File: src/rtl/serial_word_tx.sv
// Parallel-to-serial transmitter: takes one word on a valid/ready handshake and
// streams it out one bit per transfer, tagged with the bit's word position.
module serial_word_tx #(
    parameter int DATA_WIDTH = 8,
    parameter int LSB_FIRST  = 1,
    parameter int GAP_CYCLES = 0
) (
    input  logic                          clk,
    input  logic                          rst,
    input  logic [DATA_WIDTH-1:0]         in_data,
    input  logic                          in_valid,
    output logic                          in_ready,
    output logic                          ser_out,
    output logic                          ser_valid,
    input  logic                          ser_ready,
    output logic [$clog2(DATA_WIDTH)-1:0] bit_idx,
    output logic                          ser_first,
    output logic                          ser_last,
    output logic                          busy
);

    localparam int IDX_W = $clog2(DATA_WIDTH);
    localparam logic [IDX_W-1:0] LAST_CNT = IDX_W'(DATA_WIDTH - 1);
    localparam logic [7:0] GAP_LAST = 8'(GAP_CYCLES - 1);

    generate
        if (DATA_WIDTH < 2) begin : g_bad_width
            $error("serial_word_tx: DATA_WIDTH must be 2 or more");
        end
        if (GAP_CYCLES < 0 || GAP_CYCLES > 255) begin : g_bad_gap
            $error("serial_word_tx: GAP_CYCLES must be in 0..255");
        end
    endgenerate

    typedef enum logic [1:0] {IDLE, SHIFT, GAP} state_t;

    state_t                  state_reg, state_next;
    logic [DATA_WIDTH-1:0]   ordered;
    logic [DATA_WIDTH-2:0]   rem_reg, rem_next;
    logic [IDX_W-1:0]        cnt_reg, cnt_next, cnt_inc;
    logic [7:0]              gap_reg, gap_next;
    logic [IDX_W-1:0]        idx_next;
    logic                    out_next, valid_next, first_next, last_next;
    logic                    bit_xfer, last_xfer, load, drop;

    // Reorder the word so transmission always proceeds from ordered[0] upward.
    generate
        for (genvar gi = 0; gi < DATA_WIDTH; gi++) begin : g_order
            if (LSB_FIRST != 0) begin : g_lsb
                assign ordered[gi] = in_data[gi];
            end else begin : g_msb
                assign ordered[gi] = in_data[DATA_WIDTH-1-gi];
            end
        end
    endgenerate

    always_comb begin
        state_next = state_reg;
        rem_next   = rem_reg;
        cnt_next   = cnt_reg;
        gap_next   = gap_reg;
        out_next   = ser_out;
        valid_next = ser_valid;
        idx_next   = bit_idx;
        first_next = ser_first;
        last_next  = ser_last;
        in_ready   = 1'b0;
        load       = 1'b0;
        drop       = 1'b0;
        cnt_inc    = cnt_reg + 1'b1;
        bit_xfer   = ser_valid && ser_ready;
        last_xfer  = bit_xfer && (cnt_reg == LAST_CNT);

        case (state_reg)
            IDLE: begin
                in_ready = 1'b1;
                if (in_valid) begin
                    load = 1'b1;
                end
            end
            SHIFT: begin
                if (last_xfer) begin
                    if (GAP_CYCLES > 0) begin
                        state_next = GAP;
                        gap_next   = 8'd0;
                        drop       = 1'b1;
                    end else begin
                        // Accepting here gives back-to-back words with no bubble.
                        in_ready = 1'b1;
                        if (in_valid) begin
                            load = 1'b1;
                        end else begin
                            state_next = IDLE;
                            drop       = 1'b1;
                        end
                    end
                end else if (bit_xfer) begin
                    rem_next   = rem_reg >> 1;
                    cnt_next   = cnt_inc;
                    out_next   = rem_reg[0];
                    idx_next   = (LSB_FIRST != 0) ? cnt_inc : LAST_CNT - cnt_inc;
                    first_next = 1'b0;
                    last_next  = (cnt_inc == LAST_CNT);
                end
            end
            GAP: begin
                if (gap_reg == GAP_LAST) begin
                    state_next = IDLE;
                    gap_next   = 8'd0;
                end else begin
                    gap_next = gap_reg + 8'd1;
                end
            end
            default: begin
                state_next = IDLE;
            end
        endcase

        if (load) begin
            state_next = SHIFT;
            rem_next   = ordered[DATA_WIDTH-1:1];
            cnt_next   = '0;
            out_next   = ordered[0];
            valid_next = 1'b1;
            idx_next   = (LSB_FIRST != 0) ? '0 : LAST_CNT;
            first_next = 1'b1;
            last_next  = 1'b0;
        end

        if (drop) begin
            out_next   = 1'b0;
            valid_next = 1'b0;
            idx_next   = '0;
            first_next = 1'b0;
            last_next  = 1'b0;
        end
    end

    always_ff @(posedge clk or posedge rst) begin
        if (rst) begin
            state_reg <= IDLE;
            rem_reg   <= '0;
            cnt_reg   <= '0;
            gap_reg   <= 8'd0;
            ser_out   <= 1'b0;
            ser_valid <= 1'b0;
            bit_idx   <= '0;
            ser_first <= 1'b0;
            ser_last  <= 1'b0;
            busy      <= 1'b0;
        end else begin
            state_reg <= state_next;
            rem_reg   <= rem_next;
            cnt_reg   <= cnt_next;
            gap_reg   <= gap_next;
            ser_out   <= out_next;
            ser_valid <= valid_next;
            bit_idx   <= idx_next;
            ser_first <= first_next;
            ser_last  <= last_next;
            busy      <= (state_next != IDLE);
        end
    end

endmodule

File: config.mk
export PLATFORM = sky130hd
export DESIGN_NAME = serial_word_tx
export DESIGN_NICKNAME = d
export VERILOG_FILES = /design/src/rtl/serial_word_tx.sv
export SDC_FILE = /design/constraint.sdc
export NUM_CORES = 1
export LEC_CHECK = 0
export ABC_AREA = 1
export CAP_MARGIN = 20
export CORE_MARGIN = 1.5
export CORE_UTILIZATION = 59
export CTS_BUF_LIST = sky130_fd_sc_hd__clkbuf_2
export CTS_CLUSTER_DIAMETER = 40
export DETAILED_ROUTE_END_ITERATION = 8
export PLACE_DENSITY = 0.82
export SYNTH_ARGS = -nofsm -noshare
export SYNTH_HDL_FRONTEND = slang
export SYNTH_SLANG_ARGS = --single-unit
File: constraint.sdc
create_clock -name clk -period 2.2 [get_ports clk]
set_input_delay 0.55 -clock clk [delete_from_list [all_inputs] [get_ports clk]]
set_output_delay 0.55 -clock clk [all_outputs]
set_load 0.005 [all_outputs]
# [Word level (Yosys, flattened, before mapping)]
# Index checks and enable logic that the tools add are counted.
[totals] reg_bits=28 elab_cells=70
[op_classes] add_sub_neg=2 n_eq_ne=7 n_mux=40 n_reduce_logical=11
[op_table] operator="7-bit 2-to-1 mux" count=4
[op_table] operator="1-bit 2-to-1 mux" count=23
[op_table] operator="3-bit 2-to-1 mux" count=5
[op_table] operator="8-bit by 1-bit adder with 8-bit output (second input constant)" count=1
[op_table] operator="8-bit == test (second input constant)" count=1
[op_table] operator="2-bit 2-to-1 mux" count=4
[op_table] operator="8-bit 2-to-1 mux" count=1
[op_table] operator="2-bit nonzero test" count=4
[op_table] operator="3-bit == test (second input constant)" count=2
[op_table] operator="2-bit one-hot mux with 3 select lines" count=1
[op_table] operator="3-bit AND reduction" count=2
[op_table] operator="3-bit nonzero test" count=2
[op_table] operator="1-bit one-hot mux with 2 select lines" count=2
[op_table] operator="3-bit by 1-bit adder with 3-bit output (second input constant)" count=1
[op_table] operator="3-bit by 1-bit inequality test with 1-bit output (second input constant)" count=1
[op_table] operator="2-bit by 1-bit == test with 1-bit output (second input constant)" count=1
[op_table] operator="2-bit == test (second input constant)" count=1
[op_table] operator="1-bit logical AND" count=2
[op_table] operator="2-bit zero test" count=1
[op_table] operator="2-bit by 1-bit inequality test with 1-bit output (second input constant)" count=1

# [Depth between registers and ports, before layout]
[logic_depth] depth_word=7 depth_mapped=10

# [Worst setup path before layout]
# OpenSTA, ideal clock, no wires.
[synth_timing] path_type="reg2reg" startpoint="register cnt_reg[0]" endpoint="register ser_out" setup_time_ps=117 arrival_ps=1373 required_time_ps=2083 setup_slack_ps=710 path_stages_with_launch=10 path_buffers=1 cell_sequence="dfrtp_1 ha_1 ha_1 nand3_1 nand2_1 nand2_1 buf_4 nand2_1 nand3_1 nand2_1"
[synth_via] elab_chain_cells=6 elab_cells_between_ends=12 cone_classes="eq/ne (2); mux (6); reduce/logical (4)"
[synth_rtl] item="start, declared" line="40" rtl="logic [IDX_W-1:0] cnt_reg, cnt_next, cnt_inc;"
[synth_rtl] item="start signal, assigned" line="154" rtl="cnt_reg <= cnt_next;"
[synth_rtl] item="3-bit == test (*)" line="72" rtl="last_xfer = bit_xfer && (cnt_reg == LAST_CNT);"
[synth_rtl] item="1-bit logical AND (*)" line="72"
[synth_rtl] item="1-bit 2-to-1 mux" line="82" rtl="if (last_xfer) begin"
[synth_rtl] item="1-bit one-hot mux with 2 select lines or 1-bit 2-to-1 mux (tied branches)" line="74" rtl="case (state_reg)"
[synth_rtl] item="3-bit by 1-bit inequality test with 1-bit output (no line), or another cell as far along"
[synth_rtl] item="3-bit AND reduction (no line) or 1-bit 2-to-1 mux (tied branches)"
[synth_rtl] item="end signal, assigned" line="156" rtl="ser_out <= out_next;"
[synth_rtl] item="end, declared" line="13" rtl="output logic ser_out,"
# Every way passes the cells marked *; elsewhere a longest branch is shown, timed or not.
# A chain may end at the register's enable or synchronous reset.

# [Worst setup path in the final report]
[layout_timing] startpoint="register cnt_reg[0]" endpoint="output port in_ready"
[layout_via] elab_chain_cells=4
[layout_rtl] item="3-bit == test" line="72"
[layout_rtl] item="1-bit logical AND" line="72"
[layout_rtl] item="1-bit 2-to-1 mux" line="82"
[layout_rtl] item="1-bit one-hot mux with 2 select lines" line="74"
[layout_rtl] item="end, declared" line="12" rtl="output logic in_ready,"
# No other way between the ends.

==> flow_summary.yaml <==
worst_setup_path:
  worstSetupStartpointType: "flip-flop"
  cp.arrival_ns: 1.57
  r2r_start: "cnt_reg[0]"
  rrSetupSlack_ns: 0.51
  required_ns: 1.65
  rr_endpoint: "rem_reg[3]"
  worstPathMaxFanout: 2
  crit_type: "reg -> out"
  cp_slowest_stage_delay_ns: 0.45
  path_cells: "ha_1, ha_2, nand3_2, a21oi_1, dlygate4sd2_1"
  cp_num_buf_inv: 1
  slowest_stage: "dfrtp_1"
  reg2reg_depth: 11
  cp-end-kind: "output port"
  cp_top_family: "flip-flops"
drt:
  routed_wl_um: 2740
  avgRoutedWirePerCell_um: 11.9
  firstDrtPassIters: 4
  drtIter0Drc: 24
  vias: 1175
  drc_errors: 0
  avgViaCountPerCell: 5.09
  ant_nets: 0
cts:
  cts_buffers: 3
  clockBufferDepth: 2
  cts.sinks: 28
  cts-htree-levels: 1
  root_buffer: "clkbuf_2"
  clkTransAtPathRegs_ns: 0.25
  insertion_delay_ns: 0.34
  hold_buffers: 0
  cts_tree: "done"
power_and_ir_drop:
  leakage_nw: 0.932
  vdd_drop_max_mv: 0.641
  powerDensity_nw_per_um2: 823
placement:
  port_buffers: 20
  gp_congestion: 0.778
  dp.final_hpwl_um: 2000
global_route:
  grtUsageMet1_pct: 30.6
  met2_usage_pct: 43.1
  grt.total_usage_pct: 24.3
  met3_usage_pct: 2.63
  antenna_found_initial: 0
  grt.busiest_layer: "met2"
  grt-ovfl-total: 0
  grt_pass1_vias: 1136
  grt_max_degree: 29
  grt_pass1_wl_um: 4820
floorplanning:
  start_util_pct: 61.9
  rows: 17
  die_area_sq_um: 2620
  die_x_um: 51.2
  die_h_um: 51.2
  ios: 21
  core_region_area_sq_um: 2210
synth:
  ys_seq_area_share_pct: 51.1
  syn_area_per_cell_sq_um: 7.87
  synth_compound_area_share_pct: 3.74
  synthTopCellsByCount: "73 x nand2_1, 28 x dfrtp_1, 18 x inv_1, 16 x nand3_1, 13 x nor2_1"
  netlist_top_cells_area: "dfrtp_1 51%, nand2_1 20%, nand3_1 5.8%"
  syn_inst: 174
  synth-main-ff-cell: "dfrtp_1"
  yosysTopAreaCellShare_pct: 51.1
  syn-cell-area_sq_um: 1370
  synth-simple-area-share_pct: 32.7
  synth-async-reset-ratio_pct: 100
  synth.area.mux_share_pct: 0
  synth_xor_xnor_area_share_pct: 2.56
  synth_top_area_cell: "dfrtp_1"
  synthesis.nets: 190
  synthAdderAreaFrac_pct: 3.65
  synthMostInstantiatedCell: "nand2_1"
  synth_top_family_by_area: "simple AND/OR/NAND/NOR gates"
  synthDistinctLibCells: 17
  yosys_warnings: 0
  synth-edff-count: 0
  ys_seq_elements: 28
timing:
  rsz0062_at_grt: "no"
  max_freq_mhz: 472
  whs_ns: 0.492
  finalHoldViolations: 0
  slew_viol_final: 0
  clock_skew_ns: 0.00325
  relSlewSlack_pct: 76.0
  setup_viol: 0
  min_period_ns: 2.12
  worstMarginPinSlew_ns: 0.360
  finalCritPeriodShare_pct: 96.3
hold_path:
  min_from: "gap_reg[4]"
  hold_class: "reg -> reg"
  holdPathEnd: "gap_reg[4]"
  hold_depth: 1
final_layout:
  antenna_cells: 0
  area_delta_synth_final_pct: 22.1
  drive_gt1_share_pct: 8.87
  largest_register_ffs: 8
  fillers: 180
  regArea_sq_um: 701
  multiInputGateArea_sq_um: 592
  final_util_pct: 75.6
  final_nets: 220
flow_run:
  max-cap-violations: 0
run_status:
  status: "complete, no violations"
area by class of cell:
type                            count  share of cell area, %
Clock buffer                        3                  0.898
Clock inverter                      1                  0.224
Inverter                           18                   4.04
Multi-Input combinational cell    125                   35.4
Sequential cell                    28                   41.9
Tap cell                           28                   2.09
Timing Repair Buffer               28                   15.5
metrics by stage:
stage	total power [mW]	setup TNS (ns)	std cells	worst slack (ns)	cell area, sq um
floorplan	0.971	0	174	0.710	1370
global placement	1.16	-0.0995	225	-0.0995	1630
detailed placement	1.17	-0.112	225	-0.112	1630
CTS	1.38	0	231	0.0264	1670
global route	1.49	0	231	0.00529	1670
finish	1.38	0	231	0.0815	1670
layer usage:
metal	wire, um	up-vias
met5	0	-
met1	1290	548
met4	16	0
li1	-	597
met3	87	2
met2	1340	28
cell usage in the layout, fill, tap and decap left out, drive strengths merged, types with 2 or more instances in the layout:
| cell type | synthesis | final |
|---|---|---|
| nand2 | 74 | 74 |
| dfrtp | 28 | 28 |
| clkdlybuf4s50 | 0 | 19 |
| inv | 18 | 18 |
| nand3 | 16 | 16 |
| nor2 | 16 | 16 |
| buf | 3 | 8 |
| a21oi | 4 | 4 |
| o21ai | 4 | 4 |
| ha | 4 | 4 |
| clkbuf | 0 | 3 |
| xor2 | 2 | 2 |
| nand4 | 2 | 2 |
| xnor2 | 2 | 2 |
how the worst max path moves through the flow:
stage	start	endpoint	cells after the start
after floorplan	cnt_reg[0]	ser_out	9
after global placement	ser_ready	in_ready	4
after detailed placement	ser_ready	in_ready	4
after CTS	cnt_reg[0]	in_ready	5
after global routing	cnt_reg[1]	in_ready	5
final	cnt_reg[0]	in_ready	5
cells by family (layout without fill, tap and decap cells):
family / after synthesis / count (layout)
xor gates and xnor gates: 4 / 4
buffers and inverters: 21 / 50
adders and majority gates: 4 / 4
DFF: 28 / 28
and+or+nand+nor: 109 / 109
AOI/OAI and AO/OA: 8 / 8
worst register-to-register path, delay by kind of cell (launching register included):
kind / cells / cell delay, ns
flops: 1 / 0.45
fa+ha+maj: 2 / 0.39
simple gates: 7 / 0.53
buf+inv: 2 / 0.30
power breakdown:
part | total (mW) | switching, mW | leakage [nW] | internal [mW]
sequential | 0.699 | 0.0707 | 0.367 | 0.628
combinational | 0.495 | 0.249 | 0.551 | 0.246
clock | 0.183 | 0.143 | 0.0140 | 0.0395
total | 1.38 | 0.463 | 0.932 | 0.913
timing repair:
action,4_1_cts,5_1_grt
setup buffers,2,0
endpoints found under the hold margin,0,0
gates resized for setup,1,2
endpoints found under the setup margin,1,1
Note: power is estimated with default switching activity, not from simulation.
